`src/rtl/fifo_pkg.sv`:
```
// Shared types and helpers for param_fifo.
package fifo_pkg;

    // Per-cycle accept decisions for the write and read sides.
    typedef struct packed {
        logic wr_ok;
        logic rd_ok;
    } acc_t;

    // Width of the occupancy counter: one extra bit so that 0..DEPTH fits.
    function automatic int unsigned cnt_width(input int unsigned log2_depth);
        return log2_depth + 32'd1;
    endfunction

    // Occupancy at which almostfull asserts. The caller casts the result to the counter width.
    function automatic int unsigned af_thresh(input int unsigned log2_depth,
                                              input int unsigned margin);
        return (32'd1 << log2_depth) - margin;
    endfunction

endpackage

```
`src/rtl/param_fifo_if.sv`:
```
// Handshake and status bundle between a FIFO user (master) and param_fifo (slave).
interface param_fifo_if #(
    parameter int unsigned WIDTH      = 8,
    parameter int unsigned LOG2_DEPTH = 5
);
    logic                  flush;
    logic                  we;
    logic [WIDTH-1:0]      wdata;
    logic                  re;
    logic                  rvalid;
    logic [WIDTH-1:0]      rdata;
    logic [LOG2_DEPTH:0]   count;
    logic                  empty;
    logic                  full;
    logic                  almostfull;
    logic                  overflow;
    logic                  underflow;

    modport master (
        output flush, we, wdata, re,
        input  rvalid, rdata, count, empty, full, almostfull, overflow, underflow
    );

    modport slave (
        input  flush, we, wdata, re,
        output rvalid, rdata, count, empty, full, almostfull, overflow, underflow
    );
endinterface

```
`src/rtl/fifo_sdp_ram.sv`:
```
// Simple dual-port RAM: one write port, one read port with a registered output.
// The output register resets to zero; the array itself is never cleared.
module fifo_sdp_ram #(
    parameter int unsigned WIDTH      = 8,
    parameter int unsigned LOG2_DEPTH = 5
) (
    input  logic                  clk,
    input  logic                  rst_n,
    input  logic                  we,
    input  logic [LOG2_DEPTH-1:0] waddr,
    input  logic [WIDTH-1:0]      wdata,
    input  logic                  re,
    input  logic [LOG2_DEPTH-1:0] raddr,
    output logic [WIDTH-1:0]      rdata
);
    localparam int unsigned DEPTH = 32'd1 << LOG2_DEPTH;

    logic [WIDTH-1:0] mem_q [DEPTH];
    logic [WIDTH-1:0] rdata_q;
    logic [WIDTH-1:0] rdata_d;

    // Storage array write port.
    always_ff @(posedge clk) begin
        if (we) begin
            mem_q[waddr] <= wdata;
        end
    end

    // Read data holds unless a read is issued.
    always_comb begin
        rdata_d = rdata_q;
        if (re) begin
            rdata_d = mem_q[raddr];
        end
    end

    // Output register with synchronous clear.
    always_ff @(posedge clk) begin
        if (!rst_n) begin
            rdata_q <= '0;
        end else begin
            rdata_q <= rdata_d;
        end
    end

    assign rdata = rdata_q;
endmodule

```
`src/rtl/param_fifo.sv`:
```
// Single-clock FIFO with registered read port, exact count, almost-full and flush.
// Optional sticky overflow/underflow flags are built when PARAM_FIFO_ERRFLAG_EN is defined.
module param_fifo
    import fifo_pkg::*;
#(
    parameter int unsigned WIDTH             = 8,
    parameter int unsigned LOG2_DEPTH        = 5,
    parameter int unsigned ALMOSTFULL_MARGIN = 16
) (
    input  logic       clk,
    input  logic       reset,
    param_fifo_if.slave bus
);
    localparam int unsigned CW    = cnt_width(LOG2_DEPTH);
    localparam int unsigned DEPTH = 32'd1 << LOG2_DEPTH;

    typedef logic [CW-1:0]         cnt_t;
    typedef logic [LOG2_DEPTH-1:0] ptr_t;

    localparam cnt_t AF_THRESH = CW'(af_thresh(LOG2_DEPTH, ALMOSTFULL_MARGIN));
    localparam cnt_t FULL_CNT  = CW'(DEPTH);

    ptr_t waddr_q, waddr_d;
    ptr_t raddr_q, raddr_d;
    cnt_t count_q, count_d;
    logic rvalid_q, rvalid_d;
    acc_t acc_c;
    logic empty_c;
    logic full_c;

    assign empty_c = (count_q == '0);
    assign full_c  = (count_q == FULL_CNT);

    // Accept decisions from the registered count; flush blocks both sides.
    always_comb begin
        acc_c       = '0;
        acc_c.wr_ok = bus.we & ~full_c  & ~bus.flush;
        acc_c.rd_ok = bus.re & ~empty_c & ~bus.flush;
    end

    // Pointer, count and read-valid next state.
    always_comb begin
        waddr_d  = waddr_q;
        raddr_d  = raddr_q;
        count_d  = count_q;
        rvalid_d = acc_c.rd_ok;
        if (bus.flush) begin
            waddr_d = '0;
            raddr_d = '0;
            count_d = '0;
        end else begin
            if (acc_c.wr_ok) begin
                waddr_d = waddr_q + ptr_t'(1);
            end
            if (acc_c.rd_ok) begin
                raddr_d = raddr_q + ptr_t'(1);
            end
            case ({acc_c.wr_ok, acc_c.rd_ok})
                2'b10:   count_d = count_q + cnt_t'(1);
                2'b01:   count_d = count_q - cnt_t'(1);
                default: count_d = count_q;
            endcase
        end
    end

    // Control state registers.
    always_ff @(posedge clk) begin
        if (!reset) begin
            waddr_q  <= '0;
            raddr_q  <= '0;
            count_q  <= '0;
            rvalid_q <= 1'b0;
        end else begin
            waddr_q  <= waddr_d;
            raddr_q  <= raddr_d;
            count_q  <= count_d;
            rvalid_q <= rvalid_d;
        end
    end

    fifo_sdp_ram #(
        .WIDTH      (WIDTH),
        .LOG2_DEPTH (LOG2_DEPTH)
    ) u_ram (
        .clk   (clk),
        .rst_n (reset),
        .we    (acc_c.wr_ok),
        .waddr (waddr_q),
        .wdata (bus.wdata),
        .re    (acc_c.rd_ok),
        .raddr (raddr_q),
        .rdata (bus.rdata)
    );

    assign bus.rvalid     = rvalid_q;
    assign bus.count      = count_q;
    assign bus.empty      = empty_c;
    assign bus.full       = full_c;
    assign bus.almostfull = (count_q >= AF_THRESH);

`ifdef PARAM_FIFO_ERRFLAG_EN
    logic overflow_q, overflow_d;
    logic underflow_q, underflow_d;

    // Sticky rejected-access flags; only reset clears them.
    always_comb begin
        overflow_d  = overflow_q  | (bus.we & full_c  & ~bus.flush);
        underflow_d = underflow_q | (bus.re & empty_c & ~bus.flush);
    end

    // Error flag registers.
    always_ff @(posedge clk) begin
        if (!reset) begin
            overflow_q  <= 1'b0;
            underflow_q <= 1'b0;
        end else begin
            overflow_q  <= overflow_d;
            underflow_q <= underflow_d;
        end
    end

    assign bus.overflow  = overflow_q;
    assign bus.underflow = underflow_q;
`else
    assign bus.overflow  = 1'b0;
    assign bus.underflow = 1'b0;
`endif
endmodule
```
`src/flat_wrapper.sv`:
```
// flat-port wrapper written by rule: the top's interface ports become plain ports
module param_fifo_flat import fifo_pkg::*;
#(
    parameter int unsigned WIDTH             = 8,
    parameter int unsigned LOG2_DEPTH        = 5,
    parameter int unsigned ALMOSTFULL_MARGIN = 16
)
  (clk, reset, bus_flush, bus_we, bus_wdata, bus_re, bus_rvalid, bus_rdata, bus_count, bus_empty, bus_full, bus_almostfull, bus_overflow, bus_underflow);
  param_fifo_if #(.WIDTH(WIDTH), .LOG2_DEPTH(LOG2_DEPTH)) bus_i ();
  input  logic clk;
  input  logic reset;
  input wire logic [$bits(bus_i.flush)-1:0] bus_flush;
  input wire logic [$bits(bus_i.we)-1:0] bus_we;
  input wire logic [$bits(bus_i.wdata)-1:0] bus_wdata;
  input wire logic [$bits(bus_i.re)-1:0] bus_re;
  output wire logic [$bits(bus_i.rvalid)-1:0] bus_rvalid;
  output wire logic [$bits(bus_i.rdata)-1:0] bus_rdata;
  output wire logic [$bits(bus_i.count)-1:0] bus_count;
  output wire logic [$bits(bus_i.empty)-1:0] bus_empty;
  output wire logic [$bits(bus_i.full)-1:0] bus_full;
  output wire logic [$bits(bus_i.almostfull)-1:0] bus_almostfull;
  output wire logic [$bits(bus_i.overflow)-1:0] bus_overflow;
  output wire logic [$bits(bus_i.underflow)-1:0] bus_underflow;
  assign bus_i.flush = bus_flush;
  assign bus_i.we = bus_we;
  assign bus_i.wdata = bus_wdata;
  assign bus_i.re = bus_re;
  assign bus_rvalid = bus_i.rvalid;
  assign bus_rdata = bus_i.rdata;
  assign bus_count = bus_i.count;
  assign bus_empty = bus_i.empty;
  assign bus_full = bus_i.full;
  assign bus_almostfull = bus_i.almostfull;
  assign bus_overflow = bus_i.overflow;
  assign bus_underflow = bus_i.underflow;
  param_fifo #(.WIDTH(WIDTH), .LOG2_DEPTH(LOG2_DEPTH), .ALMOSTFULL_MARGIN(ALMOSTFULL_MARGIN)) u_core (.clk(clk), .reset(reset), .bus(bus_i));
endmodule
```
`config.mk`:
```
export PLATFORM = sky130hd
export DESIGN_NAME = param_fifo_flat
export DESIGN_NICKNAME = d
export VERILOG_FILES = /design/src/rtl/fifo_pkg.sv /design/src/rtl/param_fifo_if.sv /design/src/rtl/fifo_sdp_ram.sv /design/src/rtl/param_fifo.sv /design/src/flat_wrapper.sv
export SDC_FILE = /design/constraint.sdc
export NUM_CORES = 1
export LEC_CHECK = 0
export ABC_CLOCK_PERIOD_IN_PS = 8039
export CAP_MARGIN = 10
export CELL_PAD_IN_SITES_DETAIL_PLACEMENT = 0
export CELL_PAD_IN_SITES_GLOBAL_PLACEMENT = 1
export CORE_MARGIN = 5
export CORE_UTILIZATION = 52
export CTS_BUF_LIST = sky130_fd_sc_hd__clkbuf_4 sky130_fd_sc_hd__clkbuf_8 sky130_fd_sc_hd__clkbuf_16
export CTS_CLUSTER_SIZE = 10
export DETAILED_ROUTE_END_ITERATION = 6
export PLACE_DENSITY = 0.87
export SYNTH_ARGS = -nofsm -noshare
export SYNTH_HDL_FRONTEND = slang
export SYNTH_SLANG_ARGS = --single-unit
```
`constraint.sdc`:
```
create_clock -name clk -period 8.04 [get_ports clk]
set_input_delay 1.608 -clock clk [delete_from_list [all_inputs] [get_ports clk]]
set_output_delay 1.608 -clock clk [all_outputs]
set_load 0.005 [all_outputs]
```
==> metrics.md <==
| Metric | Value |
|---|---|
| Vias in the first global route | 5951 |
| Clock transition at path regs | 0.06 ns |
| Placement Cell Area | 0.01171 mm2 |
| Largest net degree at the start of global routing | 44 |
| Clock latency on the worst-skew pair | 0.50 ns |
| Post-route clock skew | 0.01395 ns |
| RSZ-0062 raised after global routing | false |
| Layout cells sized above 1 | 18.03% |
| Initial antenna violation count | 0 |
| Final instance area | 0.01289 mm2 |
| DRC violations left | 0 |
| Synthesized flop and latch total | about 280 |
| Crit-path max FO | 7 |
| Cells after synthesis | 628 |
| Cts bufs inserted | 34 |
| Crit end category | output port |
| # resized after CTS | 0 |
| Relative slew slack | 19.90% |
| Post-synthesis async set-or-reset flop share | 0% |
| Crit share post-route | 48.68% |
| Synth Area per Inst | ~18 um2 |
| DR iter-0 viols | 563 |
| DP Cell Count | 909 |
| F_max | 255.5 MHz |
| Core Rows | 53 |
| CTS root buffer | clkbuf_16 |
| Critical Path Source Type | flip-flop |
| # port buffers | 30 |
| Final setup viols | 0 |
| DIE HEIGHT | 156.7 um |
| Grt total ovfl | 0 |
| Fin cells | 974 |
| CTS tree | done |
| First-pass GRT wire length | 36140 um |
| Static Leak | 0.004076 uW |
| Min Clock Period, post-route | 3.914 ns |
| HPWL Detailed | about 14000 um |
| Max-Cap Viols | 0 |
| Most common cell after layout, fill and taps aside | edfxtp_1 |
| Arr. time, crit path | 2.31 ns |
| PwrDens | 244.5 mW/mm2 |
| Post-DRT Antenna Nets | 0 |
| Outcome | finished clean |
| Antenna diodes | 0 |
| Gpl congestion | 0.8708 |
| Synth Warn # | 0 |
| H-tree Lvls | 2 |
| Cts hold-fix bufs | 0 |
| Final hold vios | 0 |
| WL per Instance | 24.46 um |
| Required @ worst endpoint | 6.43 ns |
| Area leader, netlist | edfxtp_1 |
| Most frequent cells in the layout | edfxtp_1 (256), nor2_1 (71), mux2i_1 (53) |
| Max Slew Vio Count | 0 |
| Synth top area cells | edfxtp_1 (69%), mux4_2 (8.3%), mux2i_1 (4.7%), dfxtp_1 (4.5%), nor2_1 (2.4%) |
| Starting Density | between 50% and 60% |
| Via density | approximately 6.0 |
| Slew @ Worst Pin | 1.197 ns |
| Post-synth EDFFs | 256 |
| Crit Path Category | reg -> out |
| Total Neg Setup Slack | 0 ns |
| Sequential share of the synthesized area | 73.19% |
| Syn-to-layout area delta | 15.21% |
| Die area | about 0.025 mm2 |
| Post-synth design cell area | 0.01119 mm2 |
| Final WL | 23830 um |
| NumNets Final | about 700 |
| 1st-pass router iterations | 5 |
| Maximum VDD drop | 151.7 uV |
| Top FF cell, synth | edfxtp_1 |
| Setup bufs post-CTS | 0 |
| Core Region | around 0.021 mm2 |
| Routed vias | around 5900 |
| Post-synth cell types | 52 |
| Top Ports | 33 |
| GR Util All Layers | 19.74% |
| Share of the synthesized area in the top cell type | 68.72% |
| Clock sink count | 281 |
| HP Class | reg -> reg |
| Die X-Extent | 156.7 um |
| Longest Clk Path Bufs | 3 |
worst paths after layout:
kind / from / to / slack, ns / cells after the start
worst max-delay path: u_core.bus.count[0] / bus_empty / 4.13 / 3
worst max register to register: u_core.bus.count[0] / u_core.bus.count[5] / 4.70 / 8
worst min register to register: u_core.u_ram.rdata[1] / u_core.u_ram.rdata[1] / 0.49 / 1
worst min-delay path: u_core.u_ram.rdata[1] / u_core.u_ram.rdata[1] / 0.49 / 1
flip-flops by register name, summed over array words and instances, names as in the netlist:
name and count:
u_core.u_ram.rdata 8, u_core.waddr_q 5, u_core.bus.rvalid 1, u_core.u_ram.mem_q 256, u_core.bus.count 6, u_core.raddr_q 5
critical path, cell delays in order (launching register included):
cell and delay [ns]:
dfxtp_1 0.37, or4_1 0.74, nor2_1 0.18, clkdlybuf4s50_1 0.53
routing by layer:
layer,track usage (%),share of wire (%)
met1,27.41,42
met2,32.30,50
met3,3.595,5.9
met4,5.909,2.0
met5,0,0
per-stage QoR:
step	setup slack (ns)	power [uW]	hold WS [ns]	utilization, %
after global routing	3.984	3234	0.5130	61.12
after CTS	4.102	3163	0.4829	60.82
after global placement	3.708	1691	0.4584	55.51
after detailed placement	3.638	1695	0.4622	55.51
final	4.126	3152	0.4867	61.12
after floorplan	4.299	1656	0.4463	-
cell usage after synthesis, types with 2 or more instances:
| cell | number |
|---|---|
| nand3_1 | 2 |
| buf_2 | 9 |
| o22ai_1 | 8 |
| o221ai_1 | 7 |
| nand2_1 | 25 |
| or2_2 | 2 |
| xor2_1 | 6 |
| xnor2_1 | 6 |
| edfxtp_1 | 256 |
| nor4_1 | 8 |
| nor2_1 | 71 |
| inv_1 | 5 |
| ha_1 | 10 |
| clkbuf_1 | 12 |
| o21ai_0 | 4 |
| mux4_2 | 41 |
| nand4_1 | 2 |
| a21oi_1 | 10 |
| a32o_1 | 7 |
| buf_4 | 6 |
| buf_6 | 5 |
| a22oi_1 | 14 |
| dfxtp_1 | 25 |
| nand3b_1 | 3 |
| nor2b_1 | 3 |
| mux2i_1 | 53 |
| a21o_1 | 2 |
| or3b_2 | 2 |
logic make-up after synthesis:
| group | share of synthesized area [%] |
|---|---|
| muxes | 13.00 |
| other | 0.03352 |
| adders and majority gates | 1.297 |
| buffers and inverters | 1.912 |
| and+or+nand+nor | 5.391 |
| AOI/OAI and AO/OA | 4.239 |
| DFF | 73.19 |
| xor gates and xnor gates | 0.9395 |
area by class of cell:
type	instances	area, um2
timing repair buffer	41	422.9
sequential	281	8193
tap	275	344.1
clock buffer	61	1112
clock inverter	1	8.758
fill	1483	8199
multi-input combinational	310	2789
inverter	5	18.77
report_power, final:
part | internal (uW) | total, uW | switching (uW)
sequential | 1600 | 1600 | 3.74
clock | 938 | 1480 | 546
combinational | 24.2 | 67.2 | 43.0
total | 2560 | 3150 | 593
Power figures use the tool's default switching activity.
